===== src/rtl/dmem_master.sv =====
// Memory-stage bus initiator for a word-wide synchronous RAM without byte enables.
// Big-endian sub-word loads are extracted here; sub-word stores are done as read-modify-write.
module dmem_master #(
    parameter int RD_LATENCY = 1
) (
    input  logic        clk,
    input  logic        rst,
    input  logic        req_valid,
    output logic        req_ready,
    input  logic        req_we,
    input  logic [1:0]  req_size,
    input  logic        req_signed,
    input  logic [31:0] req_addr,
    input  logic [31:0] req_wdata,
    output logic        resp_valid,
    output logic [31:0] resp_rdata,
    output logic        resp_err,
    output logic        ram_cs,
    output logic        ram_oe,
    output logic        ram_we,
    output logic [31:0] ram_addr,
    output logic [31:0] ram_din,
    input  logic [31:0] ram_dout
);

    typedef enum logic [2:0] {IDLE, RD, WAIT, WR, RESP, ERR} state_t;

    state_t      state_reg, state_next;
    logic        we_reg;
    logic [1:0]  size_reg;
    logic        signed_reg;
    logic [1:0]  lane_reg;
    logic [31:0] data_reg;
    logic [31:0] rdata_reg;
    logic [31:0] addr_reg;
    logic [2:0]  cnt_reg;

    logic        misaligned;
    logic [31:0] merged;
    logic [31:0] extracted;
    logic [7:0]  byte_sel;
    logic [15:0] half_sel;

    assign misaligned = (req_size == 2'b11) ||
                        (req_size == 2'b01 && req_addr[0]) ||
                        (req_size == 2'b10 && req_addr[1:0] != 2'b00);

    always_ff @(posedge clk) begin
        if (rst) begin
            state_reg <= IDLE;
        end else begin
            state_reg <= state_next;
        end
    end

    always_comb begin
        state_next = state_reg;
        case (state_reg)
            IDLE: begin
                if (req_valid) begin
                    if (misaligned)
                        state_next = ERR;
                    else if (req_we && req_size == 2'b10)
                        state_next = WR;
                    else
                        state_next = RD;
                end
            end
            RD:   state_next = WAIT;
            WAIT: if (cnt_reg == 3'd1) state_next = we_reg ? WR : RESP;
            WR:   state_next = RESP;
            RESP: state_next = IDLE;
            ERR:  state_next = IDLE;
            default: state_next = IDLE;
        endcase
    end

    // Lane gi occupies bits [31-8*gi -: 8]; a half store covers lanes {0,1} or {2,3}.
    generate
        for (genvar gi = 0; gi < 4; gi++) begin : g_lane
            localparam logic       LANE_HI  = (gi >= 2);
            localparam logic [1:0] LANE_IDX = 2'(gi);
            logic [7:0] new_byte;
            logic       hit;
            assign hit = (size_reg == 2'b00 && lane_reg == LANE_IDX) ||
                         (size_reg == 2'b01 && lane_reg[1] == LANE_HI);
            assign new_byte = (size_reg == 2'b01 && (gi % 2) == 0) ? data_reg[15:8] : data_reg[7:0];
            assign merged[31-8*gi -: 8] = hit ? new_byte : ram_dout[31-8*gi -: 8];
        end
    endgenerate

    always_comb begin
        byte_sel = ram_dout[31:24];
        case (lane_reg)
            2'd0: byte_sel = ram_dout[31:24];
            2'd1: byte_sel = ram_dout[23:16];
            2'd2: byte_sel = ram_dout[15:8];
            2'd3: byte_sel = ram_dout[7:0];
            default: byte_sel = ram_dout[31:24];
        endcase
        half_sel = lane_reg[1] ? ram_dout[15:0] : ram_dout[31:16];
        case (size_reg)
            2'b00:   extracted = {{24{signed_reg & byte_sel[7]}}, byte_sel};
            2'b01:   extracted = {{16{signed_reg & half_sel[15]}}, half_sel};
            default: extracted = ram_dout;
        endcase
    end

    always_ff @(posedge clk) begin
        if (rst) begin
            we_reg     <= 1'b0;
            size_reg   <= 2'b00;
            signed_reg <= 1'b0;
            lane_reg   <= 2'b00;
            data_reg   <= 32'h0;
            rdata_reg  <= 32'h0;
            addr_reg   <= 32'h0;
            cnt_reg    <= 3'd0;
        end else begin
            if (state_reg == IDLE && req_valid) begin
                we_reg     <= req_we;
                size_reg   <= req_size;
                signed_reg <= req_signed;
                lane_reg   <= req_addr[1:0];
                data_reg   <= req_wdata;
                rdata_reg  <= 32'h0;
                addr_reg   <= {req_addr[31:2], 2'b00};
            end
            if (state_reg == RD)
                cnt_reg <= 3'(RD_LATENCY);
            if (state_reg == WAIT) begin
                cnt_reg <= cnt_reg - 3'd1;
                // The read word is valid only on the final WAIT cycle.
                if (cnt_reg == 3'd1) begin
                    if (we_reg)
                        data_reg <= merged;
                    else
                        rdata_reg <= extracted;
                end
            end
        end
    end

    always_comb begin
        req_ready  = (state_reg == IDLE);
        ram_cs     = (state_reg == RD) || (state_reg == WR);
        ram_oe     = (state_reg == RD);
        ram_we     = (state_reg == WR);
        ram_addr   = addr_reg;
        ram_din    = (state_reg == WR) ? data_reg : 32'h0;
        resp_valid = (state_reg == RESP) || (state_reg == ERR);
        resp_err   = (state_reg == ERR);
        resp_rdata = (state_reg == RESP) ? rdata_reg : 32'h0;
    end

endmodule


===== config.mk =====
export PLATFORM = sky130hd
export DESIGN_NAME = dmem_master
export DESIGN_NICKNAME = d
export VERILOG_FILES = /design/src/rtl/dmem_master.sv
export SDC_FILE = /design/constraint.sdc
export NUM_CORES = 1
export LEC_CHECK = 0
export CAP_MARGIN = 20
export CORE_MARGIN = 4
export CORE_UTILIZATION = 28
export CTS_CLUSTER_SIZE = 20
export DETAILED_ROUTE_END_ITERATION = 16
export HOLD_SLACK_MARGIN = 0.1
export MAX_ROUTING_LAYER = met4
export PLACE_DENSITY = 0.62
export SETUP_SLACK_MARGIN = 0.4
export SLEW_MARGIN = 15
export SYNTH_ARGS = -nofsm -noshare
export SYNTH_HDL_FRONTEND = slang
export SYNTH_SLANG_ARGS = --single-unit

===== constraint.sdc =====
create_clock -name clk -period 1.9 [get_ports clk]
set_clock_uncertainty 0.15 [all_clocks]
set_input_delay 0.38 -clock clk [delete_from_list [all_inputs] [get_ports clk]]
set_output_delay 0.38 -clock clk [all_outputs]
set_load 0.005 [all_outputs]

==> summary.md <==
| Metric | Value |
|---|---|
| Run status | `finished with violations` |
| Failing checks | `setup timing` |
| Max FO, Critical Path | `7` |
| Max Root-Sink Buffers | `2` |
| R2r setup slk | `-0.25 ns` |
| Slew HR | `56.73%` |
| Routability cong. | `0.8593` |
| Final worst slack | `-0.3549 ns` |
| Proportion of layout cells with a drive suffix above 1 | `55.14%` |
| Initial Utilization | `between 20% and 30%` |
| Comb pwr share | `43.4%` |
| Core area | `20230 um^2` |
| Clock Power Share | `24.7%` |
| Vias | `6722` |
| Hold_ws | `0.3091 ns` |
| Die footprint | `22980 um^2` |
| Hold Path End | `ram_addr[16]$_SDFFE_PP0P_` |
| Number of global-route vias before repair | `6669` |
| Number of remaining DRC errors | `0` |
| CP required | `approximately 1.4 ns` |
| Crit path DAT | `1.72 ns` |
| Drt first pass iters | `5` |
| Die H | `151.6 um` |
| GRT Total Usage | `21.81%` |
| Die Width | `151.6 um` |
| Clk root buf | `clkbuf_16` |
| Max cap viols | `0` |
| Kind of critical path | `reg -> out` |
| Critical path startpoint category | `flip-flop` |
| PwrDens | `711.7 nW/um^2` |
| Initial DRC count | `408` |
| Unique cell type count in the Yosys netlist | `51` |
| Tmin final | `2.255 ns` |
| CTS tree | `built` |
| Skew-Pair Late Insertion Delay | `0.36 ns` |
| Crit share post-route | `118.7%` |
| Total negative slack | `-34.93 ns` |
| Post-synthesis cell count | `708` |
| Vias per cell | `5.243` |
| Number of diodes | `0` |
| Leak Pwr | `5.086 nW` |
| Largest net degree at the start of global routing | `41` |
| DRT antenna net count | `0` |
| Final WL | `26580 um` |
| Final Slew Violations | `0` |
| Setup violations, final | `168` |
| Rows | `52` |
| WL/cell | `20.73 um` |
| HP Class | `reg -> reg` |
| Clock transition at the registers of the reported paths | `0.07 ns` |
| Sw Pwr | `roughly 2.8 mW` |
| Post-DP HPWL | `16410 um` |
| P&R area growth vs syn | `102.9%` |
| Min-delay src | `ram_addr[16]$_SDFFE_PP0P_` |
| Switching Fraction | `33.65%` |
| Post-synth EDFFs | `0` |
| Final hold viol count | `0` |
| FF+latch count, synth | `around 110` |
| Worst r2r src | `state_reg[2]$_SDFFE_PP0P_` |
| Worst Tran Pin Value | `0.6491 ns` |
| Count of input and output buffers | `between 200 and 250` |
| Antenna violations before repair | `0` |
| Mean Syn Cell Area | `between 8 and 9 um^2` |
| CTS HTree Levels | `3` |
| Sink Count | `roughly 110` |
| Maximum vdd drop | `0.4956 mV` |
| R2r endpoint | `rdata_reg[30]$_SDFF_PP0_` |
| Syn Std Cell Area | `5772 um^2` |
| Async SR Flop Fraction | `0%` |
| Seq/Total Area, Yosys | `36.77%` |
| Layout Nets | `roughly 1100` |
| Worst r2r path cells | `8` |
| First-pass GRT wire length | `between 30000 and 40000 um` |
| F_max | `around 440 MHz` |
| Total internal power | `5.530 mW` |
| I/O pin cnt | `205` |
| Num CTS Buffers | `9` |
| Ys flop type | `dfxtp_1` |
| Seq pwr share | `31.9%` |
| Yosys warnings | `0` |
| RSZ-0062 raised after global routing | `true` |
| Total power | `8.335 mW` |
| GRT overflow | `0` |
| Critical Path End Type | `primary output` |
| Hold Crit Depth | `2` |
routing by layer:
metal / vias up / global-route usage (%) / routed length, um
met3: 56 / 4.075 / 1561
met5: - / - / 0
met1: 3281 / 27.43 / 10920
met2: 232 / 35.85 / 13360
met4: 0 / 6.424 / 741
li1: 3153 / - / -
cells by family after synthesis:
logic type	after synthesis	synth area share (%)
simple gates	292	25.84
mux	29	5.224
buf+inv	77	6.590
flops	106	36.77
other cells	1	0.06497
fa+ha+maj	2	0.4335
compound gates	201	25.08
cell type report:
type | count | area (um^2)
fillers | 1685 | 8523
multi-input cells | 527 | 4768
repair buffers | 359 | 4109
flip-flops and latches | 106 | 2161
well taps | 270 | 337.8
clock buffers | 11 | 242.7
clock inverters | 5 | 77.57
inverters | 4 | 15.01
power groups by stage:
stage	clock [mW]	sequential, mW	combinational (mW)
floorplan	0	2.58	1.21
CTS	2.10	2.58	2.96
global placement	0	2.61	2.15
global route	2.19	2.68	3.82
finish	2.06	2.66	3.61
detailed placement	0	2.62	2.16
cell usage in the layout, fill, tap and decap left out, types with 6 or more instances in the layout:
master / count
a211oi_2: 22
buf_2: 26
clkdlybuf4s50_1: 101
nand2_1: 83
mux2i_1: 20
a311oi_2: 11
nor2_4: 8
mux2_2: 9
a221oi_2: 16
a211oi_1: 13
and3_1: 32
dfxtp_1: 77
nand2_4: 42
clkbuf_16: 14
buf_6: 78
a21oi_1: 14
a22oi_1: 10
dfxtp_2: 28
dlymetal6s2s_1: 30
a22o_1: 8
a21oi_4: 28
nand3b_1: 6
buf_16: 15
buf_8: 6
or3_1: 10
and3_4: 8
and2_4: 36
buf_4: 70
nor2_1: 13
buf_12: 28
a21oi_2: 52
timing repair:
action | 4_1_cts | 5_1_grt
endpoints found under the hold margin | 0 | 0
gates resized for setup | 469 | 300
cloned | 16 | 6
pin swaps | 36 | 125
hold buffers | 0 | 0
setup endpoints to repair | 200 | 205
setup buffers | 42 | 8
stage by stage:
step	instance area, um^2	utilization [%]	instances	setup WS, ns
finish	11710	57.88	1282	-0.3549
global route	11710	57.88	1282	-0.3974
CTS	10310	50.95	1268	-0.3945
detailed placement	8672	42.86	1194	-0.4742
global placement	8672	42.86	1194	-0.4462
floorplan	5989	-	709	0.2370
critical path, cell delays in order (launching register included):
cell and delay, ns:
dfxtp_2 0.34, buf_6 0.11, buf_6 0.11, nor2b_4 0.14, buf_12 0.12, buf_8 0.12, buf_16 0.13, buf_6 0.09
and2_4 0.12, buf_6 0.08
worst max-delay path by stage:
stage | from | end | slack, ns | cells past startpoint
2_1_floorplan | state_reg[0]$_SDFFE_PP0P_ | ram_addr[16]$_SDFFE_PP0P_ | 0.24 | 6
3_3_place_gp | ram_dout[31] | rdata_reg[30]$_SDFF_PP0_ | -0.45 | 5
3_5_place_dp | ram_dout[7] | rdata_reg[29]$_SDFF_PP0_ | -0.47 | 5
4_1_cts | state_reg[2]$_SDFFE_PP0P_ | ram_din[28] | -0.39 | 8
5_1_grt | state_reg[2]$_SDFFE_PP0P_ | ram_we | -0.40 | 9
6_report | state_reg[2]$_SDFFE_PP0P_ | ram_we | -0.35 | 9
Yosys cell counts (3+ instances only):
library cell	n	area (um^2)
a22o_1	8	70.07
a22oi_1	10	75.07
nand2b_1	5	31.28
or3_1	10	62.56
buf_6	3	33.78
nor4_1	6	37.54
o21ai_0	6	30.03
clkbuf_1	33	123.9
nor2_1	24	90.09
mux2i_1	20	200.2
nor2b_1	7	43.79
a311oi_1	13	113.9
a221oi_2	16	240.2
o221a_2	7	78.83
and3_1	40	250.2
inv_1	4	15.01
nand3b_1	6	45.04
a21oi_1	92	460.4
nor3_1	8	40.04
buf_4	9	67.56
mux2_2	9	101.4
and2_1	38	237.7
a211oi_1	36	270.3
buf_2	28	140.1
nor4b_1	3	26.28
dfxtp_1	106	2122
nand2_1	129	484.2
No activity file was read; power rests on OpenSTA's default activity.
